===== src/rtl/net_pkg.sv =====
// Shared types and default sizing for the row requantize/pack block.
package net_pkg;

    typedef enum logic {
        IDLE = 1'b0,
        PROC = 1'b1
    } state_t;

    localparam int DEF_W     = 16;
    localparam int DEF_D     = 8;
    localparam int DEF_SHIFT = 8;

endpackage


===== src/rtl/requant_lane.sv =====
// One lane of requantization: round-half-up shift, optional ReLU, saturate to W bits.
module requant_lane
    import net_pkg::*;
#(
    parameter int W     = DEF_W,
    parameter int SHIFT = DEF_SHIFT,
    parameter int RELU  = 1
) (
    input  logic signed [2*W-1:0] d,
    output logic signed [W-1:0]   q,
    output logic                  sat
);
    localparam int XW = 2*W + 1;
    localparam int RS = (SHIFT == 0) ? 0 : SHIFT - 1;
    localparam logic signed [XW-1:0] ONE  = {{(XW-1){1'b0}}, 1'b1};
    localparam logic signed [XW-1:0] RND  = (SHIFT == 0) ? '0 : (ONE <<< RS);
    localparam logic signed [XW-1:0] QMAX = {{(XW-W+1){1'b0}}, {(W-1){1'b1}}};
    localparam logic signed [XW-1:0] QMIN = {{(XW-W+1){1'b1}}, {(W-1){1'b0}}};

    logic signed [XW-1:0] ext;
    logic signed [XW-1:0] rnd_sh;
    logic signed [XW-1:0] clip_in;

    // One extra bit keeps the rounding add from overflowing at the input extremes.
    always_comb begin
        ext     = {d[2*W-1], d};
        rnd_sh  = (ext + RND) >>> SHIFT;
        clip_in = ((RELU != 0) && (rnd_sh < 0)) ? '0 : rnd_sh;
        sat     = 1'b0;
        q       = clip_in[W-1:0];
        if (clip_in > QMAX) begin
            q   = QMAX[W-1:0];
            sat = 1'b1;
        end else if (clip_in < QMIN) begin
            q   = QMIN[W-1:0];
            sat = 1'b1;
        end
    end

endmodule


===== src/rtl/row_requantize_pack.sv =====
// Captures one row of eight wide column results, requantizes them one lane per cycle
// through a single shared lane datapath, and publishes the packed row.
module row_requantize_pack
    import net_pkg::*;
#(
    parameter int W     = DEF_W,
    parameter int D     = DEF_D,
    parameter int SHIFT = DEF_SHIFT,
    parameter int RELU  = 1
) (
    input  logic                  clk,
    input  logic                  rst,
    input  logic signed [2*W-1:0] in_d0,
    input  logic signed [2*W-1:0] in_d1,
    input  logic signed [2*W-1:0] in_d2,
    input  logic signed [2*W-1:0] in_d3,
    input  logic signed [2*W-1:0] in_d4,
    input  logic signed [2*W-1:0] in_d5,
    input  logic signed [2*W-1:0] in_d6,
    input  logic signed [2*W-1:0] in_d7,
    input  logic                  in_v,
    output logic signed [D*W-1:0] packed_out,
    output logic                  out_v,
    output logic                  busy,
    output logic                  dropped,
    output logic                  sat
);
    state_t                state, state_nxt;
    logic [2:0]            cnt;
    logic [D-1:0][2*W-1:0] hold;
    logic [D-1:0][W-1:0]   stage, stage_nxt;
    logic signed [W-1:0]   lane_q;
    logic                  lane_sat;
    logic                  last_lane;

    assign last_lane = (cnt == 3'(D-1));
    assign busy      = (state == PROC);

    requant_lane #(
        .W    (W),
        .SHIFT(SHIFT),
        .RELU (RELU)
    ) u_lane (
        .d  (hold[cnt]),
        .q  (lane_q),
        .sat(lane_sat)
    );

    always_ff @(posedge clk or negedge rst) begin
        if (!rst) state <= IDLE;
        else      state <= state_nxt;
    end

    always_comb begin
        state_nxt = state;
        unique case (state)
            IDLE: if (in_v)      state_nxt = PROC;
            PROC: if (last_lane) state_nxt = IDLE;
        endcase
    end

    // Staging with the current lane merged in, so the last lane lands in packed_out directly.
    always_comb begin
        stage_nxt      = stage;
        stage_nxt[cnt] = lane_q;
    end

    always_ff @(posedge clk or negedge rst) begin
        if (!rst) begin
            cnt        <= '0;
            hold       <= '0;
            stage      <= '0;
            packed_out <= '0;
            out_v      <= 1'b0;
            dropped    <= 1'b0;
            sat        <= 1'b0;
        end else begin
            out_v <= 1'b0;
            if (state == IDLE && in_v) begin
                hold[0] <= in_d0;
                hold[1] <= in_d1;
                hold[2] <= in_d2;
                hold[3] <= in_d3;
                hold[4] <= in_d4;
                hold[5] <= in_d5;
                hold[6] <= in_d6;
                hold[7] <= in_d7;
                cnt     <= '0;
            end
            if (state == PROC) begin
                stage <= stage_nxt;
                cnt   <= cnt + 3'd1;
                if (lane_sat) sat     <= 1'b1;
                if (in_v)     dropped <= 1'b1;
                if (last_lane) begin
                    packed_out <= stage_nxt;
                    out_v      <= 1'b1;
                end
            end
        end
    end

endmodule


===== config.mk =====
export PLATFORM = sky130hd
export DESIGN_NAME = row_requantize_pack
export DESIGN_NICKNAME = d
export VERILOG_FILES = /design/src/rtl/net_pkg.sv /design/src/rtl/requant_lane.sv /design/src/rtl/row_requantize_pack.sv
export SDC_FILE = /design/constraint.sdc
export NUM_CORES = 1
export LEC_CHECK = 0
export CAP_MARGIN = 25
export CELL_PAD_IN_SITES_DETAIL_PLACEMENT = 0
export CELL_PAD_IN_SITES_GLOBAL_PLACEMENT = 1
export CORE_MARGIN = 3
export CORE_UTILIZATION = 38
export DETAILED_ROUTE_END_ITERATION = 8
export PLACE_DENSITY = 0.75
export SLEW_MARGIN = 30
export SYNTH_ARGS = -nofsm -noshare
export SYNTH_HDL_FRONTEND = slang
export SYNTH_SLANG_ARGS = --single-unit

===== constraint.sdc =====
create_clock -name clk -period 3.35 [get_ports clk]
set_input_delay 0.67 -clock clk [delete_from_list [all_inputs] [get_ports clk]]
set_output_delay 0.67 -clock clk [all_outputs]
set_load 0.005 [all_outputs]

# Word-level counts from Yosys, hierarchy flattened
# Index checks and enable logic that the tools add are counted.
[classes] add_sub_neg=2 order_cmp=5 eq_ne=1 mux=17 n_bitwise=1 reduce_logical=6
[ops] cell="128-bit bitwise mux" n=1
[ops] cell="32-bit binary-select mux with 3-bit select" n=1
[ops] cell="16-bit demux with 3-bit select" n=1
[ops] cell="16-bit two-way mux" n=3
[ops] cell="32-bit by 9-bit adder with 33-bit output, second input constant" n=1
[ops] cell="33-bit by 16-bit > comparator with 1-bit output, second input constant" n=1
[ops] cell="33-bit by 16-bit less-than comparator with 1-bit output, second input constant" n=1
[ops] cell="33-bit two-way mux" n=1
[ops] cell="32-bit two-way mux" n=1
[ops] cell="25-bit by 1-bit less-than comparator with 1-bit output, second input constant" n=1
[ops] cell="1-bit two-way mux" n=6
[ops] cell="3-bit two-way mux" n=2
[ops] cell="2-bit AND reduction" n=3
[ops] cell="3-bit by 4-bit less-than comparator with 1-bit output, second input constant" n=1
[ops] cell="3-bit by 1-bit adder with 3-bit output, second input constant" n=1
[ops] cell="3-bit equality test, second input constant" n=1
[ops] cell="3-bit by 1-bit >= comparator with 1-bit output, second input constant" n=1
[ops] cell="1-bit logical AND" n=2
[ops] cell="1-bit one-hot mux with 2 select lines" n=1
[ops] cell="2-bit nonzero test" n=1
[ops] cell="1-bit inverter" n=1
[word_totals] ff_bits=519 in_bits=259 out_inout_bits=132 word_cells=54

# Depth between registers and ports, before layout
# Gate-level depths: netlist (run 1).
[depth] depth_word=9 mapped_depth=18 mapped_depth_nobuf=12

# By module
# A second synthesis (run 1) with hierarchy kept.
[unflattened] hier_cells=1645 hier_area_um2=23298.6
[by_module_without_submodules] mod="row_requantize_pack" n_inst=1 cells_each=1549 area_each_um2=22587.9 seq_area_each_um2=12987.5
[by_module_without_submodules] mod="requant_lane" n_inst=1 cells_each=96 area_each_um2=710.7 seq_area_each_um2=0.0

# Worst setup path after synthesis (run 1)
# Ideal clock, no wire load.
[synth_path] path_kind="register to register" from="register cnt[0]" to="register stage[80] (netlist bit)" setup_time_ps=134 arrival_time_ps=3403 required_ps=3216 path_slack_ps=-187 stages_incl_launch_ff=18 n_path_buf=5 synth_period_minus_slack_ps=3537 path_cell_list="dfrtp_1 buf_6 buf_12 buf_6 and3b_1 clkbuf_2 a22oi_1 o211a_1 inv_1 ha_1 and3_1 nand3_1 nor4_2 mux2i_1 o211ai_2 nor4_2 buf_2 o21ai_0"
[synth_via] elab_chain_len=9 word_cells_on_any_way=15 cone_classes="add/sub: 1; order compare: 5; mux: 8; reduce/logical: 1"
[synth_rtl] element="from (decl)" line="row_requantize_pack.sv:29" text="logic [2:0] cnt;"
[synth_rtl] element="from (signal assigned)" line="row_requantize_pack.sv:92" text="cnt <= cnt + 3'd1;"
[synth_rtl] element="32-bit binary-select mux with 3-bit select" line="row_requantize_pack.sv:44" text=".d (hold[cnt]),"
[synth_rtl] element="32-bit two-way mux (implied by the code)" line="row_requantize_pack.sv:44"
[synth_rtl] element="32-bit by 9-bit adder with 33-bit output" line="requant_lane.sv:27" text="rnd_sh = (ext + RND) >>> SHIFT;"
[synth_rtl] element="25-bit by 1-bit less-than comparator with 1-bit output" line="requant_lane.sv:28" text="clip_in = ((RELU != 0) && (rnd_sh < 0)) ? '0 : rnd_sh;"
[synth_rtl] element="33-bit two-way mux" line="requant_lane.sv:28"
[synth_rtl] element="33-bit by 16-bit less-than comparator with 1-bit output" line="requant_lane.sv:34" text="end else if (clip_in < QMIN) begin"
[synth_rtl] element="16-bit two-way mux" line="requant_lane.sv:34"
[synth_rtl] element="16-bit two-way mux" line="requant_lane.sv:31" text="if (clip_in > QMAX) begin"
[synth_rtl] element="128-bit bitwise mux (*)" line="row_requantize_pack.sv:65" text="stage_nxt[cnt] = lane_q;"
[synth_rtl] element="to (signal assigned)" line="row_requantize_pack.sv:91" text="stage <= stage_nxt;"
[synth_rtl] element="to (decl)" line="row_requantize_pack.sv:31" text="logic [D-1:0][W-1:0] stage, stage_nxt;"
# Every way passes the cells marked *; elsewhere a longest branch is shown, timed or not. The select of a mux whose other input is x is not followed.
# A chain may end at the register's enable or synchronous reset.

# Worst setup path after layout (run 1)
[layout_path] from="register cnt[1]" to="register packed_out[76]"
[layout_via] elab_chain_len=9 word_cells_on_any_way=17 cone_classes="add/sub: 1; order compare: 5; eq/ne: 1; mux: 8; reduce/logical: 2"
[layout_rtl] element="32-bit binary-select mux with 3-bit select" line="row_requantize_pack.sv:44"
[layout_rtl] element="32-bit two-way mux (implied by the code)" line="row_requantize_pack.sv:44"
[layout_rtl] element="32-bit by 9-bit adder with 33-bit output" line="requant_lane.sv:27"
[layout_rtl] element="25-bit by 1-bit less-than comparator with 1-bit output" line="requant_lane.sv:28"
[layout_rtl] element="33-bit two-way mux" line="requant_lane.sv:28"
[layout_rtl] element="33-bit by 16-bit less-than comparator with 1-bit output" line="requant_lane.sv:34"
[layout_rtl] element="16-bit two-way mux" line="requant_lane.sv:34"
[layout_rtl] element="16-bit two-way mux" line="requant_lane.sv:31"
[layout_rtl] element="128-bit bitwise mux" line="row_requantize_pack.sv:65"
[layout_rtl] element="to (signal assigned)" line="row_requantize_pack.sv:96" text="packed_out <= stage_nxt;"
[layout_rtl] element="to (decl)" line="row_requantize_pack.sv:22" text="output logic signed [D*W-1:0] packed_out,"
# Parallel ways exist; a longest one is shown, timed or not. The select of a mux whose other input is x is not followed.

==> reports/summary.txt, run 1 <==
DR vias/cell: 5.43
Endpoint class of the critical path: register
Synth Instances: 1625
Cts hold-fix bufs: 0
Yosys warnings: 0
H-tree lvl count: 2
Tot Pwr: 0.0280 W
Area Growth Syn to Fin: 40.1%
Final Worst Setup Slack: -159 ps
Commonest cells after routing, fill and taps aside: dfrtp_1, clkdlybuf4s50_1, mux2_2
Fill cells: 4424
PD cells: 985 mW/mm2
Finish-stage setup viols: 223
Mapped cell area: 0.0203 mm2
Antenna-violating nets left: 0
Commonest non-fill, non-tap cell in the layout: dfrtp_1
Net Count, Synth: 1887
Root Buffer: clkbuf_16
Cell Rows: 84
Max VDD drop: 0.442 mV
CP peak stage delay: 540 ps
First-pass GRT wire length: 91900 um
Sw Share: 34.3%
Crit-path slowest cell: mux4_2
Crit path DAT: 3990 ps
Starting Density: 38.5%
Grt ovf: 0
Minimum clock period: 3510 ps
Initial antenna violation count: 12
Skew-Pair Late Insertion Delay: 610 ps
Fmax: 285 MHz
Max Root-Sink Buffers: 3
Clock group share of total power: 20.2%
Largest net degree at the start of global routing: 94
CP Class: register to register
Final period util: 105%
Worst Path Max Fanout: 8
Clk slew on worst S/H paths: 60 ps
Worst-Margin Slew: 955 ps
Total routed wirelength: 63400 um
Port-buffer cells: 334
Wire per inst: 22.6 um
Part of the power in combinational logic: 45.0%
Max cap viols: 0
# placed instances: 2674
Gr usage total: 21.1%
Clock Sink Count: 463
Post-synth EDFFs: 0
DIE HEIGHT: 237 um
Residual DRC: 0
Max-slew headroom: 36.3%
Non-Filler Instances: 2801
Die Width: 237 um
Startpoint types: register
GPL Wtd Cong: 0.839
Failing checks: negative setup slack
CP Data Required Time: 3830 ps
Seq/Total Area, Yosys: 57.1%
Layout Skew: 35.3 ps
Initial drt markers: 1033
WHS: 106 ps
RSZ-0062 raised after global routing: yes
Cell repeated most along the worst path: buf_6
Pins over their slew limit: 0
CTS tree: built
Core Box Area: 0.0527 mm2
Leak Pwr: 12.4 nW
Mapped Avg Cell Area: 12.5 um2
Register area: 0.0116 mm2
Distinct cells, synth: 75
Via count: 15200
Main synth FF type: dfrtp_1
NumNets Final: 2335
Sequential share of power: 34.8%
Power Internal: 0.0184 W
Register bit total from synthesis: 463
CP cell instances: buf_12 -> mux2i_1 -> mux4_2 -> a2111oi_4 -> nand4_2 -> buf_6 -> nor4_1 -> a31o_2 -> o211a_4 -> buf_6 -> and3_4 -> clkbuf_16 -> o21ai_1
CTS Buf Count: 49
Multi-input combinational cell area: 0.00888 mm2
Number of global-route vias before repair: 15400
Drt first pass iters: 5
FFs w/ async S/R, synth: 100%
Share of post-route cells with drive strength above 1: 32.8%
Status: complete, but fails checks
Hold WC Path Type: input pin to asynchronous set/reset pin
Ports: 391
Post-layout util: 54.0%
Die area: 0.0562 mm2
Final HPWL DP: 42800 um
Final hold viol count: 0
P_sw: 0.00961 W
## power groups by stage
stage	clock, W	sequential [W]	combinational (W)
floorplan	0	0.00927	0.00686
finish	0.00566	0.00973	0.0126
detailed placement	0	0.00983	0.0115
global route	0.00601	0.0100	0.0136
global placement	0	0.00970	0.0113
CTS	0.00578	0.00974	0.0120
## flip-flops by register name, summed over array words and instances (netlist names)
register / cells
busy: 1
cnt: 3
dropped: 1
hold: 200
out_v: 1
packed_out: 128
sat: 1
stage: 128
## path summary, 6_finish.rpt
path,startpoint,end,slack (ps),depth (start not counted)
setup / recovery,cnt[1],packed_out[76],-160,13
hold reg to reg,stage[106],stage[106],470,2
min in group clk,stage[106],stage[106],470,2
hold / removal,rst,packed_out[109],110,1
setup reg to reg,cnt[1],packed_out[76],-160,13
max in group asynchronous,rst,hold[249],2260,2
## kinds of logic (layout without fill, tap and decap cells)
kind of cell,after synthesis,count (layout),share of synthesized area [%]
other,0,4,0
adder cells (fa/ha/maj),3,3,0.185
flip-flops,463,463,57.1
XOR/XNOR,15,15,0.648
buffers and inverters,129,610,3.42
multiplexers,271,271,16.1
AO/OA/AOI/OAI,406,406,13.3
AND/OR/NAND/NOR,338,341,9.20
## Yosys cell counts (3+ instances only)
master,count,share of area (%)
inv_1,6,0.11
a21oi_1,61,1.5
buf_2,19,0.47
buf_1,7,0.13
ha_1,3,0.19
dfrtp_1,463,57
xnor2_1,13,0.56
or3_1,4,0.12
nand3b_1,5,0.19
mux2i_1,38,1.9
a22oi_1,39,1.4
buf_4,13,0.48
nand2_1,120,2.2
mux4_2,24,2.7
nand2b_1,8,0.25
a31o_2,3,0.13
mux2_2,209,12
o22ai_1,5,0.15
and2_1,12,0.37
o21ai_1,145,3.6
nor3_2,8,0.39
nand2_2,4,0.12
nand4_1,5,0.15
a221o_1,32,1.6
nor4_2,3,0.19
nand3_1,18,0.44
a221oi_1,5,0.22
buf_6,16,0.89
o21ai_0,24,0.59
nor2b_1,12,0.37
nor2_1,18,0.33
and3_1,94,2.9
nor4_1,5,0.15
a21o_1,13,0.48
a22o_1,55,2.4
nor3_1,3,0.074
clkbuf_1,64,1.2
## per-layer routing
layer  vias up  GRT usage (%)  part of all wire [%]
li1       6908              -                     -
met1      7698           27.0                    41
met2       500           36.0                    49
met3        97           4.97                   7.0
met4        12           5.37                   2.3
met5         -              0                  0.13
## per-stage QoR
stage / cell area, um2 / setup WS, ps / setup TNS, ps
after floorplan: 20400 / -68.7 / -3960
after global placement: 25400 / -269 / -42500
after detailed placement: 25400 / -302 / -55040
after CTS: 27400 / -134 / -14170
after global routing: 28400 / -260 / -50710
final: 28400 / -159 / -22940
## cell type report
type                    count  share of cell area, %
clock inverters            13                  0.871
clock buffers              74                   5.14
multi-input cells        1036                   31.2
flip-flops and latches    463                   40.8
well taps                 688                   3.03
inverters                   8                  0.114
diodes                      4                 0.0352
repair buffers            515                   18.8
## what timing repair did
| item | in CTS | in global routing |
|---|---|---|
| endpoints found under the hold margin | 0 | 0 |
| buffers inserted | 8 | 15 |
| pin swaps | 14 | 104 |
| resized for setup | 42 | 162 |
| cloned | 1 | 12 |
| endpoints found under the setup margin | 241 | 241 |
## critical path, delay by kind of cell (launching register included)
kind,cells,cell delay [ps]
mux,2,650
buf+inv,4,670
flops,1,500
simple gates,3,750
compound gates,4,830
No activity file was read; power rests on OpenSTA's default activity.
==> run 2, diff against run 1 <==
Settings changed: SLEW_MARGIN 30 to default.
==> results of run 2 <==
Final layout, timing and power as in run 1 (identical DEF).
